<file path="src/rtl/imem_loader_pkg.sv">
// Shared constants for the IMem program loader: FSM state encoding, frame start byte
// and the little-endian byte order used to build words and the 16-bit word count.
package imem_loader_pkg;

    localparam logic [2:0] ST_IDLE = 3'd0;
    localparam logic [2:0] ST_CNT0 = 3'd1;
    localparam logic [2:0] ST_CNT1 = 3'd2;
    localparam logic [2:0] ST_DATA = 3'd3;
    localparam logic [2:0] ST_CSUM = 3'd4;
    localparam logic [2:0] ST_DONE = 3'd5;
    localparam logic [2:0] ST_ERR  = 3'd6;

    localparam logic [7:0] MAGIC_DEFAULT = 8'hA5;

    // Byte lane that completes a word; lane 0 carries bits 7:0.
    localparam logic [1:0] LANE_LAST = 2'd3;

    // Little-endian assembly: each new byte enters at the top and older bytes move down,
    // so after four bytes the first one received sits in bits 7:0.
    function automatic logic [31:0] shift_in_byte(input logic [31:0] word,
                                                  input logic [7:0]  data);
        return {data, word[31:8]};
    endfunction

    // 16-bit word count, CNT_LO received first.
    function automatic logic [15:0] make_count(input logic [7:0] cnt_hi,
                                               input logic [7:0] cnt_lo);
        return {cnt_hi, cnt_lo};
    endfunction

endpackage

</file>
<file path="src/rtl/imem_word_assembler.sv">
// Collects four data bytes into one 32-bit little-endian word and raises word_valid for
// exactly one cycle after the fourth byte is taken.
module imem_word_assembler
    import imem_loader_pkg::*;
(
    input  logic        clk,
    input  logic        reset,
    input  logic        clr,
    input  logic        byte_vld,
    input  logic [7:0]  byte_data,
    output logic        lane_last,
    output logic        word_valid,
    output logic [31:0] word
);

    logic [1:0]  lane_q, lane_d;
    logic [31:0] word_q, word_d;
    logic        word_valid_q, word_valid_d;

    always_comb begin
        lane_d       = lane_q;
        word_d       = word_q;
        word_valid_d = 1'b0;
        if (clr) begin
            // Only the lane position restarts; word_q keeps the last word so a pending
            // write strobe still sees valid data.
            lane_d = 2'd0;
        end else if (byte_vld) begin
            word_d = shift_in_byte(word_q, byte_data);
            lane_d = lane_q + 2'd1;
            if (lane_q == LANE_LAST) begin
                word_valid_d = 1'b1;
            end
        end
    end

    always_ff @(posedge clk or negedge reset) begin
        if (!reset) begin
            lane_q       <= 2'd0;
            word_q       <= 32'd0;
            word_valid_q <= 1'b0;
        end else begin
            lane_q       <= lane_d;
            word_q       <= word_d;
            word_valid_q <= word_valid_d;
        end
    end

    assign lane_last  = (lane_q == LANE_LAST);
    assign word_valid = word_valid_q;
    assign word       = word_q;

endmodule

</file>
<file path="src/rtl/imem_loader.sv">
// Byte-stream loader for the instruction memory: parses MAGIC/count/data/checksum frames,
// writes each word as it completes, and holds the core in reset until an image is accepted.
// Define IMEM_LOADER_CSUM_EN to check the trailing checksum byte; otherwise it is ignored.
module imem_loader
    import imem_loader_pkg::*;
#(
    parameter int         ADDR_W = 8,
    parameter logic [7:0] MAGIC  = MAGIC_DEFAULT
) (
    input  logic              clk,
    input  logic              reset,
    input  logic              rx_valid,
    input  logic [7:0]        rx_data,
    output logic              rx_ready,
    output logic              imem_we,
    output logic [ADDR_W-1:0] imem_addr,
    output logic [31:0]       imem_wdata,
    output logic              core_hold,
    output logic              load_done,
    output logic              load_err
);

    localparam int unsigned DEPTH = 32'd1 << ADDR_W;

    logic [2:0]        state_q, state_d;
    logic [7:0]        cnt_lo_q, cnt_lo_d;
    logic [15:0]       cnt_q, cnt_d;
    logic [ADDR_W-1:0] idx_q, idx_d;
`ifdef IMEM_LOADER_CSUM_EN
    logic [7:0]        sum_q, sum_d;
`endif

    logic        accept;
    logic [15:0] cnt_new;
    logic        last_word;
    logic        asm_clr;
    logic        asm_byte_vld;
    logic        asm_lane_last;
    logic        asm_word_valid;
    logic [31:0] asm_word;

    assign accept       = rx_valid && rx_ready;
    assign cnt_new      = make_count(rx_data, cnt_lo_q);
    assign last_word    = (({{(32-ADDR_W){1'b0}}, idx_q} + 32'd1) == {16'd0, cnt_q});
    assign asm_clr      = (state_q != ST_DATA);
    assign asm_byte_vld = accept && (state_q == ST_DATA);

    imem_word_assembler u_asm (
        .clk        (clk),
        .reset      (reset),
        .clr        (asm_clr),
        .byte_vld   (asm_byte_vld),
        .byte_data  (rx_data),
        .lane_last  (asm_lane_last),
        .word_valid (asm_word_valid),
        .word       (asm_word)
    );

    always_comb begin
        state_d  = state_q;
        cnt_lo_d = cnt_lo_q;
        cnt_d    = cnt_q;
        idx_d    = idx_q;
`ifdef IMEM_LOADER_CSUM_EN
        sum_d    = sum_q;
`endif
        // The address advances in the cycle its word is written; later clears override.
        if (asm_word_valid) begin
            idx_d = idx_q + ADDR_W'(1);
        end

        case (state_q)
            ST_IDLE, ST_ERR: begin
                if (accept && (rx_data == MAGIC)) begin
                    state_d = ST_CNT0;
                    idx_d   = '0;
`ifdef IMEM_LOADER_CSUM_EN
                    sum_d   = 8'd0;
`endif
                end
            end
            ST_CNT0: begin
                if (accept) begin
                    cnt_lo_d = rx_data;
                    state_d  = ST_CNT1;
                end
            end
            ST_CNT1: begin
                if (accept) begin
                    cnt_d = cnt_new;
                    if ({16'd0, cnt_new} > DEPTH) begin
                        state_d = ST_ERR;
                        idx_d   = '0;
`ifdef IMEM_LOADER_CSUM_EN
                        sum_d   = 8'd0;
`endif
                    end else if (cnt_new == 16'd0) begin
                        state_d = ST_CSUM;
                    end else begin
                        state_d = ST_DATA;
                    end
                end
            end
            ST_DATA: begin
                if (accept) begin
`ifdef IMEM_LOADER_CSUM_EN
                    sum_d = sum_q + rx_data;
`endif
                    if (asm_lane_last && last_word) begin
                        state_d = ST_CSUM;
                    end
                end
            end
            ST_CSUM: begin
                if (accept) begin
`ifdef IMEM_LOADER_CSUM_EN
                    if (rx_data == sum_q) begin
                        state_d = ST_DONE;
                    end else begin
                        state_d = ST_ERR;
                        idx_d   = '0;
                        sum_d   = 8'd0;
                    end
`else
                    state_d = ST_DONE;
`endif
                end
            end
            ST_DONE: begin
                state_d = ST_DONE;
            end
            default: begin
                state_d = ST_IDLE;
            end
        endcase
    end

    always_ff @(posedge clk or negedge reset) begin
        if (!reset) begin
            state_q  <= ST_IDLE;
            cnt_lo_q <= 8'd0;
            cnt_q    <= 16'd0;
            idx_q    <= '0;
`ifdef IMEM_LOADER_CSUM_EN
            sum_q    <= 8'd0;
`endif
        end else begin
            state_q  <= state_d;
            cnt_lo_q <= cnt_lo_d;
            cnt_q    <= cnt_d;
            idx_q    <= idx_d;
`ifdef IMEM_LOADER_CSUM_EN
            sum_q    <= sum_d;
`endif
        end
    end

    // Status is decoded from the registered state; the write port comes from the assembler flops.
    assign rx_ready   = (state_q != ST_DONE);
    assign core_hold  = (state_q != ST_DONE);
    assign load_done  = (state_q == ST_DONE);
    assign load_err   = (state_q == ST_ERR);
    assign imem_we    = asm_word_valid;
    assign imem_addr  = idx_q;
    assign imem_wdata = asm_word;

endmodule

</file>
<file path="config.mk">
export PLATFORM = sky130hd
export DESIGN_NAME = imem_loader
export DESIGN_NICKNAME = d
export VERILOG_FILES = /design/src/rtl/imem_loader_pkg.sv /design/src/rtl/imem_word_assembler.sv /design/src/rtl/imem_loader.sv
export SDC_FILE = /design/constraint.sdc
export NUM_CORES = 1
export LEC_CHECK = 0
export ABC_CLOCK_PERIOD_IN_PS = 3200
export CAP_MARGIN = 15
export CORE_UTILIZATION = 39
export CTS_CLUSTER_DIAMETER = 60
export CTS_CLUSTER_SIZE = 16
export DETAILED_ROUTE_END_ITERATION = 6
export SETUP_SLACK_MARGIN = 0.5
export SYNTH_ARGS = -nofsm -noshare
export SYNTH_HDL_FRONTEND = slang
export SYNTH_SLANG_ARGS = --single-unit
export TNS_END_PERCENT = 100
</file>
<file path="constraint.sdc">
create_clock -name clk -period 3.2 [get_ports clk]
set_clock_uncertainty 0.05 [all_clocks]
set_input_delay 0.32 -clock clk [delete_from_list [all_inputs] [get_ports clk]]
set_output_delay 0.32 -clock clk [all_outputs]
set_load 0.03 [all_outputs]
</file>
### Word level (Yosys, flattened, before mapping)

Index checks and enable logic that the tools add are counted.

* bits in registers: 70
* input bits: 11
* output and inout bits: 45

* add/sub/neg operators: 3
* magnitude comparators: 1
* eq/ne operators: 17
* muxes and demuxes: 19
* bitwise logic cells: 1
* reductions and logical operators: 12

Operator list (count)
* $mux W8: 4
* $mux W3: 8
* $pmux W3 S6: 1
* $eq A9 B16 Y1: 1
* $gt A16 B9 Y1 const B: 1
* $logic_not A16 Y1: 1
* $pmux W8 S2: 1
* $ne A2 B2 Y1 const B: 5
* $add A8 B1 Y9 const B: 1
* $eq A3 B3 Y1 const B: 3
* $add A8 B1 Y8 const B: 1
* $eq A8 B8 Y1 const B: 1
* $eq A3 B2 Y1 const B: 2
* $reduce_and A2 Y1: 3
* $reduce_and A6 Y1: 1
* $logic_and A1 B1 Y1: 4
* $mux W2: 2
* $eq A3 B1 Y1 const B: 1
* $logic_not A3 Y1: 1
* $mux W1: 3
* $ne A3 B2 Y1 const B: 1
* $ne A3 B3 Y1 const B: 1
* $add A2 B1 Y2 const B: 1
* $eq A2 B2 Y1 const B: 1
* 4 further kinds: 4

### Logic depth before layout (Yosys ltp)

Gate-level depths: netlist of the first run.

* depth in word-level cells: 6
* gate-level depth with buffers: 8
* mapped depth without buffers: 6

### Hierarchy

Synthesis of the first run repeated with hierarchy kept, for this count alone.

* cell total of the unflattened synthesis: 256
* area, all modules: 3353.2 um2

By module, submodules not included
* imem_loader: times used 1, cells an instance 178, area an instance 1878.1 um2
* imem_word_assembler: times used 1, cells an instance 78, area an instance 1475.2 um2

### Least setup slack after synthesis of the first run

OpenSTA, ideal clock, no wires.

* path type: register -> register
* start point: register idx_q[0], in the netlist imem_addr[0]
* end point: register state_q[0]
* arrival: 2474 ps
* setup slack: 547 ps
* stages on the path, launching flop included: 8
* period minus slack after synthesis: 2653 ps
* path through: dfrtp_1 > ha_1 > buf_2 > or4bb_1 > o2111ai_1 > o21ai_0 > or4_1 > o41a_1

* word-level cells in the longest chain between the ends: 5

RTL lines
* start, declared: line imem_loader.sv:28 `logic [ADDR_W-1:0] idx_q, idx_d;`
* start signal, assigned: line imem_loader.sv:151 `idx_q <= idx_d;`
* $add A8 B1 Y9: line imem_loader.sv:44 `assign last_word = (({{(32-ADDR_W){1'b0}}, idx_q} + 32'd1) == {16'd0, cnt_q});`
* $eq A9 B16 Y1: line imem_loader.sv:44
* $logic_and A1 B1 Y1: line imem_loader.sv:109 `if (asm_lane_last && last_word) begin`
* $ne A2 B1 Y1 (no source line)
* $reduce_and A6 Y1 (no source line)
* end signal, assigned: line imem_loader.sv:148 `state_q <= state_d;`
* end, declared: line imem_loader.sv:25 `logic [2:0] state_q, state_d;`

No other way between the ends.
A chain may end at the register's enable or synchronous reset.

### Final worst setup path of the first run

Same ends and word-level chain as after synthesis.

==> results of run 1 <==
## routing by layer
| layer | share of wire | global-route usage | vias to the layer above |
|---|---|---|---|
| li1 | - | - | 1072 |
| met1 | 0.47 | 0.231 | 1159 |
| met2 | 0.48 | 0.265 | 33 |
| met3 | 0.041 | 0.0602 | 8 |
| met4 | 0.013 | 0.0577 | 0 |
| met5 | 0 | 0 | - |
## area by class of cell
| cell class | count | area [sq um] | share of cell area |
|---|---|---|---|
| clock buffer | 9 | 124 | 0.0302 |
| sequential | 70 | 1750 | 0.427 |
| timing repair buffer | 62 | 598 | 0.146 |
| clock inverter | 7 | 73.8 | 0.0180 |
| inverter | 5 | 18.8 | 0.00457 |
| multi-input combinational | 174 | 1410 | 0.344 |
| tap | 102 | 128 | 0.0311 |
## kinds of logic after synthesis
family	count (synthesis)	share of synthesized area
simple gates	71	0.119
fa+ha+maj	2	0.00770
xor+xnor	18	0.0485
flops	70	0.539
buf+inv	21	0.0285
mux	58	0.200
compound gates	25	0.0577
## where the power goes
part           total, mW  switching [mW]  leakage [nW]  internal [mW]
clock              0.709           0.347        0.0996          0.362
sequential          1.65           0.379         0.883           1.27
combinational       1.75           0.875         0.736          0.878
total               4.11            1.60          1.72           2.51
## placed cells by master, fill, tap and decap left out, drive strengths merged, types with 3 or more instances in the layout
cell / instances
a21oi: 4
buf: 8
clkbuf: 9
clkdlybuf4s50: 54
clkinv: 4
dfrtp: 70
inv: 6
mux2: 56
nand2: 11
nand3: 4
nand4: 4
nor2: 24
nor3: 3
nor4: 6
o2111ai: 3
o21ai: 4
o311ai: 3
or4: 6
xnor2: 11
xor2: 7
## registers in the layout, summed over array words and instances, names as in the netlist
register,count
cnt_q,16
imem_addr,8
u_asm.word_valid,1
u_asm.word,32
u_asm.lane_q,2
state_q,3
cnt_lo_q,8
## timing repair
| action | CTS | global route |
|---|---|---|
| endpoints found under the setup margin | 0 | 8 |
| hold buffers | 0 | 0 |
| gates resized for setup | 0 | 1 |
## stage by stage
stage / util / power [mW] / instance area, sq um
6_report: 0.520 / 4.11 / 4110
5_1_grt: 0.520 / 4.35 / 4110
4_1_cts: 0.520 / 4.16 / 4100
3_5_place_dp: 0.495 / 3.43 / 3900
3_3_place_gp: 0.495 / 3.40 / 3900
2_1_floorplan: - / 2.74 / 3250
## worst paths after layout
check	from	endpoint	slack (ns)	cells after the start
min in group clk	u_asm.word[7]	u_asm.word[7]	0.46	1
worst min-delay path	reset	u_asm.word[5]	-0.004	1
worst max-delay path	imem_addr[0]	state_q[0]	0.67	6
max in group asynchronous	reset	u_asm.word[20]	2.35	2
worst min register to register	u_asm.word[7]	u_asm.word[7]	0.46	1
worst max register to register	imem_addr[0]	state_q[0]	0.67	6
==> results.yml, run 1 <==
timing:
  period_needed_ns: 2.53
  fmax_mhz: 396
  slew_violations: 0
  finalSetupViolCount: 0
  worst_pin_slew_ns: 0.790
  finalCritPeriodShare: 0.790
  rsz0062_at_grt: "no"
  hold_viol: 3
  tns_ns: 0
  relSlewSlack: 0.473
  whs_ns: -0.00373
  fin_ws_ns: 0.672
layout:
  syn_to_final_growth_pct: 26.3
  drive_above_1_share: 0.263
  n_fill_cell: 688
  final_nets: 335
  fin_cells: 429
  antenna_cells: 0
clocking:
  clock_path_buffers: 2
  clock_latency_ns: 0.35
  numClockSinks: 70
  htree_levels: 3
  cts_buffers: 9
  cts_tree: "yes"
  path_clk_slew_ns: 0.08
  cts_setup_buffers: 0
  cts_root_buffer: "clkbuf_8"
synthesis:
  synth_area_sq_mm: 0.00325
  synth_nets: 278
  synth_edf_count: 0
  synth_top_flop_cell: "dfrtp_1"
  syn_area_per_cell_sq_um: 12.3
  ys_warn_count: 0
  postSynthCellCount: 265
  yosysSeqAreaShare: 0.539
  synth_common_cells: "70 x dfrtp_1, 56 x mux2_2, 24 x nor2_1"
  ys_top_cells_by_area: "dfrtp_1 54%, mux2_2 19%, xnor2_1 3.0%, nor2_1 2.8%, xor2_1 1.9%"
  synthArstFlopShare: 1.00
  ys_ff_latch: 70
  yosysMostFrequentCell: "dfrtp_1"
  yosys.area.top_type: "dfrtp_1"
  ys_types: 45
  synth_top_area_frac: 0.539
setup_path:
  critPathMaxFanout: 7
  arrival_ns: 2.71
  slowest_stage: "or4_1"
  worstSetupEndpointType: "register"
  cpPeakStageDelay_ns: 0.57
  start_kind: "register"
  cp.required_ns: 3.38
  crit_type: "register to register"
  cp_num_buf_inv: 0
  cp_top_family: "simple AND/OR/NAND/NOR gates"
  path_cells: "ha_1, or4bb_1, o2111ai_1, o21ai_0, or4_1, o41a_1"
outcome:
  violations: "hold timing"
  status: "finished, violations left"
grt:
  grt_usage: 0.174
  grt_overflow: 0
  grt_pass1_wl_mm: 11.5
  grt_max_degree: 37
  first_global_vias: 2250
  grt_antenna_before_repair: 0
drt:
  drtAntennaViolNets: 0
  routed_wl_mm: 6.91
  drtPass1Iterations: 4
  dr_total_vias: 2272
  drc: 0
  vias_per_cell: 5.30
  drtIter0Drc: 90
  avgRoutedWirePerCell_microns: 16.1
power:
  ir_drop_mv: 0.521
  leakagePower_nw: 1.72
  power_density_mw_per_mm2: 1000
placed_design:
  gp_congestion: 0.825
  portBuffers: 55
  dp_cells: 413
  place_ws_ns: 0.207
  hpwlAfterDp_mm: 4.94
floorplanning:
  core_area_sq_mm: 0.00789
  die-area_sq_mm: 0.00870
  start_util: 0.412
  die_h_microns: 93.3
  rows: 32
  die_w_microns: 93.3
  ioPinCount: 56
min_path:
  min_path_type: "primary input to asynchronous set/reset pin"
flow_run:
  maxCapViolCount: 0
Note: power is estimated with default switching activity, not from simulation.
==> run 2, diff against run 1 <==
--- a/config.mk
+++ b/config.mk
@@ -5,7 +5,7 @@
 export SDC_FILE = /design/constraint.sdc
 export NUM_CORES = 1
 export LEC_CHECK = 0
-export ABC_CLOCK_PERIOD_IN_PS = 3200
+export ABC_CLOCK_PERIOD_IN_PS = 2400
 export CAP_MARGIN = 15
 export CORE_UTILIZATION = 39
 export CTS_CLUSTER_DIAMETER = 60
==> constraint.sdc (replaced) <==
create_clock -name clk -period 2.4 [get_ports clk]
set_clock_uncertainty 0.05 [all_clocks]
set_input_delay 0.24 -clock clk [delete_from_list [all_inputs] [get_ports clk]]
set_output_delay 0.24 -clock clk [all_outputs]
set_load 0.03 [all_outputs]
==> run 2 against run 1 <==
Effect of this change:
- clock power is 33% higher
- worst hold slack better by 0.18 ns
- utilization increased by 3.4 points
- maximum frequency up 18%
- sequential power up 33%
- global-route usage decreased by 0.16 points
- combinational power increased by 44%
- first-iteration DRC count decreased by 12%
- via count grew 3.7%
- the run now ends clean
- non-clock buffer count grew 20
- die area unchanged
==> results.yml, run 2 (synthesis gave the netlist of run 1 again) <==
min_path:
  hold_path_depth: 3
  min_path_type: "primary input to register"
  hold_end: "cnt_lo_q[4]"
  hold_start: "rx_data[4]"
power:
  ir_drop_mv: 0.809
  power_density_mw_per_mm2: 1290
  leakagePower_nw: 1.91
setup_path:
  cp_num_buf_inv: 1
  critPathMaxFanout: 9
  worstSetupEndpointType: "register"
  cpPeakStageDelay_ns: 0.55
  path_cells: "buf_4, xnor2_1, a311oi_1, a21oi_1, or4_4, o41a_1"
  rr_startpoint: "imem_addr[3]"
  rrSetupSlack_ns: 0.26
  slowest_stage: "or4_4"
  cp_top_family: "compound AO/OA/AOI/OAI gates"
  arrival_ns: 2.32
  crit_type: "register to register"
  reg2reg_depth: 6
  cp.required_ns: 2.58
  r2r-end: "state_q[0]"
  start_kind: "register"
timing:
  whs_ns: 0.181
  worst_pin_slew_ns: 0.505
  finalCritPeriodShare: 0.893
  tns_ns: 0
  rsz0062_at_grt: "yes"
  finalSetupViolCount: 0
  slew_violations: 0
  period_needed_ns: 2.14
  hold_viol: 0
  relSlewSlack: 0.663
  fmax_mhz: 467
floorplanning:
  core_area_sq_mm: 0.00789
  ioPinCount: 56
  die-area_sq_mm: 0.00870
  die_h_microns: 93.3
  die_w_microns: 93.3
  rows: 32
  start_util: 0.412
drt:
  vias_per_cell: 5.24
  drc: 0
  drtPass1Iterations: 4
  drtIter0Drc: 79
  dr_total_vias: 2355
  avgRoutedWirePerCell_microns: 15.6
  drtAntennaViolNets: 0
  routed_wl_mm: 7.00
layout:
  largest_reg_flops: 32
  antenna_cells: 0
  final_nets: 355
  n_fill_cell: 668
  final_common_cell: "dfrtp_1"
  syn_to_final_growth_pct: 34.6
  drive_above_1_share: 0.360
  final_area_sq_mm: 0.00438
  fin_cells: 449
  final_cell_mix: "66 x dfrtp_1, 56 x mux2_2, 40 x clkdlybuf4s50_1"
placed_design:
  gp_congestion: 0.783
  hpwlAfterDp_mm: 4.96
  portBuffers: 55
  dpl_cell_area_sq_mm: 0.00403
  dp_cells: 426
clocking:
  cts_root_buffer: "clkbuf_8"
  clock_path_buffers: 2
  path_clk_slew_ns: 0.08
  cts_buffers: 9
  htree_levels: 3
  numClockSinks: 70
  clock_latency_ns: 0.34
  cts_tree: "yes"
grt:
  grt_antenna_before_repair: 0
  grt_overflow: 0
  grt_pass1_wl_mm: 11.4
  grt_usage: 0.172
  grt_max_degree: 51
  first_global_vias: 2246
flow_run:
  maxCapViolCount: 0
outcome:
  status: "finished, final reports clean"
## run 2: cell count changes in the layout (fill, tap and decap cells not counted), sizes merged, moves of 2 or more
| cell | delta |
|---|---|
| buf | +22 |
| dlygate4sd2 | +2 |
| clkdlybuf4s50 | -14 |
| clkinv | -2 |
| dlymetal6s2s | +6 |
| clkbuf | +2 |
## run 2: worst max-delay path by stage
stage / startpoint / endpoint / slack, ns / depth (start not counted)
after floorplan: imem_addr[0] / state_q[0] / 0.05 / 7
after global placement: rx_data[6] / imem_addr[5] / -0.51 / 6
after detailed placement: rx_data[6] / imem_addr[1] / -0.55 / 6
after CTS: imem_addr[0] / state_q[0] / 0.26 / 6
after global routing: imem_addr[0] / state_q[0] / 0.19 / 6
final: imem_addr[3] / state_q[0] / 0.26 / 6
## run 2: layout make-up
class | count | area, sq um | share of cell area
Inverter | 5 | 18.8 | 0.00429
Tap cell | 102 | 128 | 0.0292
Clock inverter | 7 | 72.6 | 0.0166
Clock buffer | 9 | 124 | 0.0283
Timing Repair Buffer | 82 | 776 | 0.177
Sequential cell | 70 | 1760 | 0.401
Multi-Input combinational cell | 174 | 1500 | 0.343
## run 2: worst reg2reg max path: stages, from the launching register on
cell and delay [ns]:
dfrtp_2 0.40, buf_4 0.17, xnor2_1 0.15, a311oi_1 0.25, a21oi_1 0.13, or4_4 0.55
o41a_1 0.32
## run 2: metrics by stage
stage	setup slack (ns)	utilization	power, mW
floorplan	0.0454	-	3.68
global placement	-0.515	0.511	4.59
detailed placement	-0.548	0.511	4.63
CTS	0.256	0.545	5.62
global route	0.194	0.555	5.97
finish	0.257	0.555	5.65
## run 2: where the power goes
group	leakage, nW	internal (mW)	switching, mW
sequential	0.877	1.70	0.495
clock	0.0960	0.483	0.461
combinational	0.942	1.25	1.27
## run 2: per-layer routing
metal / track usage / wire length [microns]
met1: 0.232 / 3320
met5: 0 / 0
met2: 0.268 / 3330
met4: 0.0487 / 77
met3: 0.0537 / 261
## run 2: timing repair
item	CTS	global route
hold endpoints to repair	20	0
setup buffers	6	0
pin swaps	7	7
hold buffers	1	0
endpoints found under the setup margin	15	17
resized for setup	25	21
